## src/rtl/div_iter_pkg.sv

```systemverilog
// rtl/div_iter_pkg.sv - shared divider/ALU definitions: width default, FSM encodings, op codes
package div_iter_pkg;

    localparam int W_DEFAULT = 32;

    typedef enum logic [1:0] {
        S_IDLE = 2'b00,
        S_CALC = 2'b01,
        S_DONE = 2'b10
    } state_t;

    typedef enum logic [3:0] {
        ALU_ADD  = 4'h0,
        ALU_SUB  = 4'h1,
        ALU_AND  = 4'h2,
        ALU_OR   = 4'h3,
        ALU_SLT  = 4'h4,
        ALU_DIV  = 4'h8,
        ALU_DIVU = 4'h9
    } alu_op_t;

endpackage

```

## src/rtl/div_iter_if.sv

```systemverilog
// rtl/div_iter_if.sv - request/response bundle between execute stage and divider
interface div_iter_if import div_iter_pkg::*; #(parameter int W = W_DEFAULT);

    logic           start;
    logic           sign;
    logic [W-1:0]   dividend;
    logic [W-1:0]   divisor;
    logic           flush;
    logic           busy;
    logic           valid;
    logic [2*W-1:0] result;

    modport master (
        output start, sign, dividend, divisor, flush,
        input  busy, valid, result
    );

    modport slave (
        input  start, sign, dividend, divisor, flush,
        output busy, valid, result
    );

endinterface

```

## src/rtl/div_step.sv

```systemverilog
// rtl/div_step.sv - one restoring division iteration (combinational)
module div_step #(
    parameter int W = 32
) (
    input  logic [W-1:0] rem,
    input  logic         bit_in,
    input  logic [W-1:0] divisor,
    output logic [W-1:0] rem_next,
    output logic         qbit
);

    logic [W:0] shifted;
    logic [W:0] diff;

    // rem < divisor holds between steps, so the sign of the (W+1)-bit difference is the borrow
    assign shifted  = {rem, bit_in};
    assign diff     = shifted - {1'b0, divisor};
    assign qbit     = ~diff[W];
    assign rem_next = qbit ? diff[W-1:0] : shifted[W-1:0];

endmodule

```

## src/rtl/div_iter.sv

```systemverilog
// rtl/div_iter.sv - W-cycle restoring divider for DIV/DIVU, result as {hi=remainder, lo=quotient}
module div_iter import div_iter_pkg::*; #(
    parameter int W = W_DEFAULT
) (
    input  logic        clk,
    input  logic        resetn,
    div_iter_if.slave   bus
);

    localparam int CW = $clog2(W);

    state_t         state, state_nx;
    logic [CW-1:0]  cnt;
    logic [W-1:0]   rem_q;
    logic [W-1:0]   quo_q;
    logic [W-1:0]   dsr_q;
    logic           neg_q, neg_r, dz_q;
    logic [2*W-1:0] res_q;

    logic           last, accept;
    logic           a_neg, b_neg;
    logic [W-1:0]   a_mag, b_mag;
    logic [W-1:0]   rem_nx;
    logic           qbit;
    logic [W-1:0]   q_final, q_signed, r_signed;

    div_step #(.W(W)) u_step (
        .rem      (rem_q),
        .bit_in   (quo_q[W-1]),
        .divisor  (dsr_q),
        .rem_next (rem_nx),
        .qbit     (qbit)
    );

    assign last   = (cnt == CW'(W-1));
    assign accept = (state != S_CALC) && bus.start && !bus.flush;

    assign a_neg  = bus.sign & bus.dividend[W-1];
    assign b_neg  = bus.sign & bus.divisor[W-1];
    assign a_mag  = a_neg ? -bus.dividend : bus.dividend;
    assign b_mag  = b_neg ? -bus.divisor  : bus.divisor;

    // Divide-by-zero leaves |dividend| in the remainder naturally; only the quotient is forced
    assign q_final  = {quo_q[W-2:0], qbit};
    assign q_signed = dz_q ? '1 : (neg_q ? -q_final : q_final);
    assign r_signed = neg_r ? -rem_nx : rem_nx;

    always_ff @(posedge clk or negedge resetn) begin
        if (!resetn) state <= S_IDLE;
        else         state <= state_nx;
    end

    always_comb begin
        state_nx = state;
        case (state)
            S_IDLE, S_DONE: state_nx = bus.start ? S_CALC : S_IDLE;
            S_CALC:         if (last) state_nx = S_DONE;
            default:        state_nx = S_IDLE;
        endcase
        if (bus.flush) state_nx = S_IDLE;
    end

    always_ff @(posedge clk or negedge resetn) begin
        if (!resetn) begin
            cnt   <= '0;
            rem_q <= '0;
            quo_q <= '0;
            dsr_q <= '0;
            neg_q <= 1'b0;
            neg_r <= 1'b0;
            dz_q  <= 1'b0;
            res_q <= '0;
        end else if (accept) begin
            cnt   <= '0;
            rem_q <= '0;
            quo_q <= a_mag;
            dsr_q <= b_mag;
            neg_q <= a_neg ^ b_neg;
            neg_r <= a_neg;
            dz_q  <= (bus.divisor == '0);
        end else if (state == S_CALC && !bus.flush) begin
            rem_q <= rem_nx;
            quo_q <= q_final;
            cnt   <= cnt + CW'(1);
            if (last) res_q <= {r_signed, q_signed};
        end
    end

    assign bus.busy   = (state == S_CALC);
    assign bus.valid  = (state == S_DONE);
    assign bus.result = res_q;

endmodule
```

## src/flat_wrapper.sv

```systemverilog
// flat-port wrapper written by rule: the top's interface ports become plain ports
module div_iter_flat import div_iter_pkg::*;
#(
    parameter int W = W_DEFAULT
)
  (clk, resetn, bus_start, bus_sign, bus_dividend, bus_divisor, bus_flush, bus_busy, bus_valid, bus_result);
  div_iter_if #(.W(W)) bus_i ();
  input  logic clk;
  input  logic resetn;
  input wire logic [$bits(bus_i.start)-1:0] bus_start;
  input wire logic [$bits(bus_i.sign)-1:0] bus_sign;
  input wire logic [$bits(bus_i.dividend)-1:0] bus_dividend;
  input wire logic [$bits(bus_i.divisor)-1:0] bus_divisor;
  input wire logic [$bits(bus_i.flush)-1:0] bus_flush;
  output wire logic [$bits(bus_i.busy)-1:0] bus_busy;
  output wire logic [$bits(bus_i.valid)-1:0] bus_valid;
  output wire logic [$bits(bus_i.result)-1:0] bus_result;
  assign bus_i.start = bus_start;
  assign bus_i.sign = bus_sign;
  assign bus_i.dividend = bus_dividend;
  assign bus_i.divisor = bus_divisor;
  assign bus_i.flush = bus_flush;
  assign bus_busy = bus_i.busy;
  assign bus_valid = bus_i.valid;
  assign bus_result = bus_i.result;
  div_iter #(.W(W)) u_core (.clk(clk), .resetn(resetn), .bus(bus_i));
endmodule
```

## config.mk

```make
export PLATFORM = sky130hd
export DESIGN_NAME = div_iter_flat
export DESIGN_NICKNAME = d
export VERILOG_FILES = /design/src/rtl/div_iter_pkg.sv /design/src/rtl/div_iter_if.sv /design/src/rtl/div_step.sv /design/src/rtl/div_iter.sv /design/src/flat_wrapper.sv
export SDC_FILE = /design/constraint.sdc
export NUM_CORES = 1
export LEC_CHECK = 0
export CELL_PAD_IN_SITES_DETAIL_PLACEMENT = 1
export CELL_PAD_IN_SITES_GLOBAL_PLACEMENT = 1
export CORE_ASPECT_RATIO = 1.1
export CORE_MARGIN = 5
export CORE_UTILIZATION = 44
export CTS_BUF_LIST = sky130_fd_sc_hd__clkbuf_8 sky130_fd_sc_hd__clkbuf_16
export CTS_CLUSTER_DIAMETER = 50
export DETAILED_ROUTE_END_ITERATION = 16
export HOLD_SLACK_MARGIN = 0.15
export PLACE_DENSITY = 0.89
export SYNTH_ARGS = -nofsm -noshare
export SYNTH_HDL_FRONTEND = slang
export SYNTH_HIERARCHICAL = 1
export SYNTH_SLANG_ARGS = --single-unit
export TNS_END_PERCENT = 20
```

## constraint.sdc

```tcl
create_clock -name clk -period 6 [get_ports clk]
set_input_delay 0.6 -clock clk [delete_from_list [all_inputs] [get_ports clk]]
set_output_delay 0.6 -clock clk [all_outputs]
set_load 0.02 [all_outputs]
```

; ---- Yosys cells after proc, flatten, opt, wreduce, memory -nomap -nowiden
; Cells that the tools add are included.
[classes]
n_addsub = 6
n_eq_ne = 5
muxes = 16
n_bitwise = 5
reduce_logical = 9
[ops]
columns = cell, n
row1 = 2-to-1 mux 32 bit, 10
row2 = negator 32 bit, 4
row3 = subtractor 33 x 32 -> 33 bit, 1
row4 = logical NOT 32 bit, 1
row5 = 2-to-1 mux 5 bit, 2
row6 = "adder 5 x 1 -> 5 bit, second input constant", 1
row7 = "equality test 5 bit, second input constant", 1
row8 = 2-to-1 mux 2 bit, 2
row9 = case mux 2 bit (2 select lines), 1
row10 = logical AND 1 bit, 3
row11 = "inequality test 3 x 2 -> 1 bit, second input constant", 1
row12 = AND reduction 3 bit, 1
row13 = bitwise AND 1 bit, 2
row14 = "equality test 2 x 1 -> 1 bit, second input constant", 1
row15 = "equality test 2 bit, second input constant", 1
row16 = logical NOT 2 bit, 1
row17 = "inequality test 2 x 1 -> 1 bit, second input constant", 1
row18 = inverter 1 bit, 2
row19 = nonzero test 2 bit, 1
row20 = OR reduction 2 bit, 1
row21 = logical NOT 1 bit, 1
row22 = 2-to-1 mux 1 bit, 1
row23 = bitwise XOR 1 bit, 1
[totals]
ff_bits = 170
input_bits = 69
out_inout_bits = 66
elab_cells = 50

; ---- Logic depth before layout (Yosys ltp)
[logic_depth]
word_depth = 5
ltp_mapped = 22
mapped_depth_nobuf = 19

; ---- Modules after synthesis
; Netlist, hierarchy kept.
[by_module_without_submodules]
columns = mod, instances, cells_each, area_per_inst_um2, seq_area_each_um2
row1 = div_iter, 1, 1044, 9320.2, 4254.1
row2 = div_step, 1, 305, 2358.5, 0.0

; ---- Least setup slack after synthesis
; Ideal clock, no wire load.
[synth_path]
kind = register to register
from = reg u_core.quo_q[31]
to = reg u_core.res_q[63], in the netlist u_core/bus.result[63]
setup_ps = 83
arrival_time_ps = 4736
required_ps = 5917
setup_slack_ps = 1181
stages_incl_launch_ff = 21
path_buffers = 2
period_less_slack_ps = 4819
cell_sequence = dfrtp_1 > inv_1 > ha_1 > fa_1 > and2b_1 > o2111ai_2 > a21oi_2 > o2111ai_1 > a211oi_2 > nor2_4 > mux2i_4 > and2_4 > buf_12 > inv_8 > buf_12 > mux2_4 > or4_1 > or3_1 > nor3_1 > mux2_2 > o21ai_0
[synth_via]
elab_chain_len = 4
[synth_lines]
columns = item, line_no
row1 = "start, declared", div_iter.sv:15  ; logic [W-1:0] quo_q;
row2 = "start signal, assigned", div_iter.sv:76  ; quo_q <= a_mag;
row3 = "start signal, assigned", div_iter.sv:83  ; quo_q <= q_final;
row4 = subtractor 33 x 32 -> 33 bit, div_step.sv:17  ; assign diff = shifted - {1'b0, divisor};
row5 = 2-to-1 mux 32 bit, div_step.sv:19  ; assign rem_next = qbit ? diff[W-1:0] : shifted[W-1:0];
row6 = via u_core.rem_nx[24], div_iter.sv:23  ; logic [W-1:0] rem_nx;
row7 = negator 32 bit, div_iter.sv:46  ; assign r_signed = neg_r ? -rem_nx : rem_nx;
row8 = 2-to-1 mux 32 bit, div_iter.sv:46
row9 = "end signal, assigned", div_iter.sv:85  ; if (last) res_q <= {r_signed, q_signed};
row10 = "end, declared", div_iter.sv:18  ; logic [2*W-1:0] res_q;
; The timed path passes the listed nets, and every way through them passes these cells.
; A chain may end at the register's enable or synchronous reset.

; ---- Worst setup path after layout
[layout_path]
from = reg u_core.quo_q[31]
to = reg u_core.res_q[62], in the netlist u_core/bus.result[62]
[layout_via]
elab_chain_len = 4
[layout_lines]
columns = item, line_no
row1 = subtractor 33 x 32 -> 33 bit, div_step.sv:17
row2 = 2-to-1 mux 32 bit *, div_step.sv:19
row3 = negator 32 bit, div_iter.sv:46
row4 = 2-to-1 mux 32 bit *, div_iter.sv:46
; Every way passes the cells marked *; elsewhere a longest branch is shown, timed or not.

==> metrics.md <==
| Metric | Value |
|---|---|
| Non-Filler Instances | `approximately 1,800` |
| Worst-margin pin slew | `1.160 ns` |
| Placed Cells | `roughly 1,800` |
| Critical-path cell list | `inv_1 -> ha_1 -> fa_1 -> and2b_1 -> o2111ai_2 -> a21oi_2 -> o2111ai_1 -> a211oi_2 -> nor2_4 -> mux2i_4 -> and2_4 -> o21ai_0 -> inv_1 -> ha_1 -> nor3b_1 -> nand4_1 -> o41ai_1 -> xor2_1 -> o21ai_1` |
| Status | `finished clean` |
| GRT Total Usage | `0.2560` |
| Worst vdd ir | `0.2340 mV` |
| H-tree depth | `4` |
| Max Slew Vio Count | `0` |
| Via Count | `11,060` |
| CP delay by family, top | `compound AO/OA/AOI/OAI gates` |
| Post-Place Setup Slack | `0.7212 ns` |
| WP data required | `approximately 6.3 ns` |
| Core area | `0.02614 mm²` |
| Comb pwr share | `0.584` |
| Synth unique cells | `90` |
| CTS root buf | `clkbuf_16` |
| Top cells by area, synth | `dfrtp_1 36%, xor2_1 6.1%, nand2_1 5.9%` |
| Detailed Route Iter0 Violations | `around 1,000` |
| Switching portion of total power | `0.4764` |
| RSZ-0062 raised after global routing | `no` |
| GP Congestion | `0.9235` |
| Number of synthesized flops with an enable pin | `0` |
| Post-cts resize count | `0` |
| Post-DP Area | `roughly 0.013 mm²` |
| Fin nets | `between 1,500 and 2,000` |
| Top FF cell, synth | `dfrtp_1` |
| Fin Clk Skew | `about 0.015 ns` |
| Total grt overflow | `0` |
| Max-slew headroom | `0.2267` |
| Clock tree buffer depth | `2` |
| Clock Power Share | `0.170` |
| Initial Utilization | `0.4467` |
| Die H | `180.9 µm` |
| Post-synthesis net count | `1,457` |
| Skew-Pair Late Insertion Delay | `0.44 ns` |
| CTS tree | `built` |
| CP bufs+invs | `2` |
| Cell accounting for the most synthesized area | `dfrtp_1` |
| Worst R2R End | `u_core/bus.result[62]` |
| Die area | `0.02990 mm²` |
| Area Growth Syn to Fin | `17.83%` |
| Post-synthesis sequential area ratio | `0.3643` |
| Worst reg2reg path depth | `19` |
| Syn avg cell area | `8.657 µm²` |
| Wire length of the first global-routing pass | `61,790 µm` |
| Max Cap Viol | `0` |
| Die width | `165.3 µm` |
| Worst setup SP type | `flip-flop` |
| Worst setup EP type | `flip-flop` |
| Post-DP HPWL | `28,120 µm` |
| Setup slack, reg-to-reg | `0.47 ns` |
| Top post-synthesis cells by count | `184 x nand2_1, 170 x dfrtp_1, 138 x o21ai_0, 91 x nor2_1, 82 x xor2_1` |
| Wire per inst | `21.50 µm` |
| Vias in the first global route | `11,360` |
| Peak Freq | `180.8 MHz` |
| Pint | `0.003407 W` |
| Synth Cell Area | `~0.012 mm²` |
| Post-CTS Hold Buffers | `0` |
| Worst r2r src | `u_core/quo_q[31]` |
| Routed Antenna Nets | `0` |
| Synthesized flop and latch total | `between 150 and 200` |
| Post-synth top area share | `0.3643` |
| Row Count | `62` |
| Post-Route WL | `38,810 µm` |
| Most frequent cell after synthesis | `nand2_1` |
| Sequential share of power | `0.246` |
| Final setup viols | `0` |
| IO Pins | `135` |
| Largest net degree at the start of global routing | `88` |
| Clk slew on worst S/H paths | `~0.070 ns` |
| Postcts setup bufs | `0` |
| FFs w/ async S/R, synth | `1.000` |
| Hold Path Class | `in -> async` |
| Crit Path Class | `reg -> reg` |
| Final setup margin | `0.4687 ns` |
| Vias/cell | `6.129` |
| Crit share post-route | `0.9219` |
| Diode count | `0` |
| P_leak | `slightly below 6 nW` |
| Initial antenna violation count | `0` |
| Clock sinks | `170` |
| Layout cells sized above 1 | `0.07708` |
| DRT Pass-1 Iters | `6` |
| Final hold vios | `0` |
| Slowest CP cell | `o41ai_1` |
| Number of CTS-inserted buffers | `17` |
| Yosys warnings | `6` |
| Setup TNS | `0 ns` |
| Gate count of the mapped netlist | `1,349` |
| DRC Markers | `0` |
| IO Port Bufs | `134` |
| Sw Pwr | `0.003100 W` |
| Post-route minimum period | `5.531 ns` |
| Final instance area | `0.01376 mm²` |
| PwrDens | `472.9 mW/mm²` |
| CP Data Arrival Time | `5.83 ns` |
| Max incr delay on CP | `0.61 ns` |
| CP Max Fanout | `10` |
==> through the flow <==
step                      total power [W]  hold WS [ns]  utilization
after floorplan                  0.004318        0.3044            -
after global placement           0.005074        0.4557       0.5045
after detailed placement         0.005253        0.4715       0.5045
after CTS                        0.006430        0.1775       0.5264
after global routing             0.006880        0.2180       0.5264
final                            0.006507        0.1682       0.5264
==> layout by cell type, fill, tap and decap left out, types with 7 or more instances in the layout <==
master and count:
nand3_1 29, o21a_1 9, clkbuf_16 17, or3_1 15, xor2_1 82, or4_1 15, o221ai_1 7, ha_1 38
nand2_1 184, inv_1 54, a21oi_1 68, a31oi_1 27, a21o_1 18, o21ai_0 138, nor3_1 32, o41ai_1 18
o21ai_1 9, buf_4 13, xnor2_1 48, a222oi_1 12, clkdlybuf4s50_1 133, dfrtp_1 170, nor2_1 91, nor4_1 16
and3_1 8, nand4_1 13, o31ai_1 23, mux2_4 19, mux2i_1 11
==> final cells by class <==
class	instances	area [µm²]
fill	3087	12380
multi-input combinational	1048	6837
sequential	170	4254
timing repair buffer	147	1440
tap	352	440.4
clock buffer	18	439.2
inverter	56	217.7
clock inverter	14	132.6
==> metal layers <==
layer  track usage  up-vias  part of all wire
met4       0.07030        0             0.024
met1        0.3441     5513              0.43
met3       0.04512       77             0.061
met2        0.4243      418              0.48
li1              -     5054                 -
met5             0        -                 0
==> worst max-delay path by stage <==
stage                                 from               endpoint  slack (ns)  cells after the start
after CTS                 u_core/quo_q[31]  u_core/bus.result[62]        0.53                     19
after detailed placement  u_core/quo_q[31]  u_core/bus.result[62]        0.72                     18
after global routing      u_core/quo_q[31]  u_core/bus.result[62]        0.17                     19
after global placement    u_core/quo_q[31]  u_core/bus.result[63]        0.93                     18
after floorplan           u_core/quo_q[31]  u_core/bus.result[63]        1.18                     20
final                     u_core/quo_q[31]  u_core/bus.result[62]        0.47                     19
==> logic make-up (layout without fill, tap and decap cells) <==
family	after synthesis	count (layout)	synth area share
simple gates	454	454	0.1881
xor+xnor	130	130	0.09749
flops	170	170	0.3643
fa+ha+maj	39	39	0.04243
mux	36	36	0.04060
buf+inv	131	235	0.05132
compound gates	389	389	0.2158
==> sequential cells by signal, summed over array words and instances, names as in the netlist, 2 cells and up <==
signal / count
u_core/bus.result: 64
u_core/dsr_q: 32
u_core/quo_q: 32
u_core/rem_q: 32
u_core/cnt: 5
u_core/state: 2
==> power by group through the flow <==
stage | sequential (W) | clock [W] | combinational, W
4_1_cts | 0.00159 | 0.00112 | 0.00372
5_1_grt | 0.00162 | 0.00117 | 0.00409
6_report | 0.00160 | 0.00111 | 0.00380
3_5_place_dp | 0.00160 | 0 | 0.00365
2_1_floorplan | 0.00149 | 0 | 0.00283
3_3_place_gp | 0.00159 | 0 | 0.00349
(Power assumes the default switching activity.)
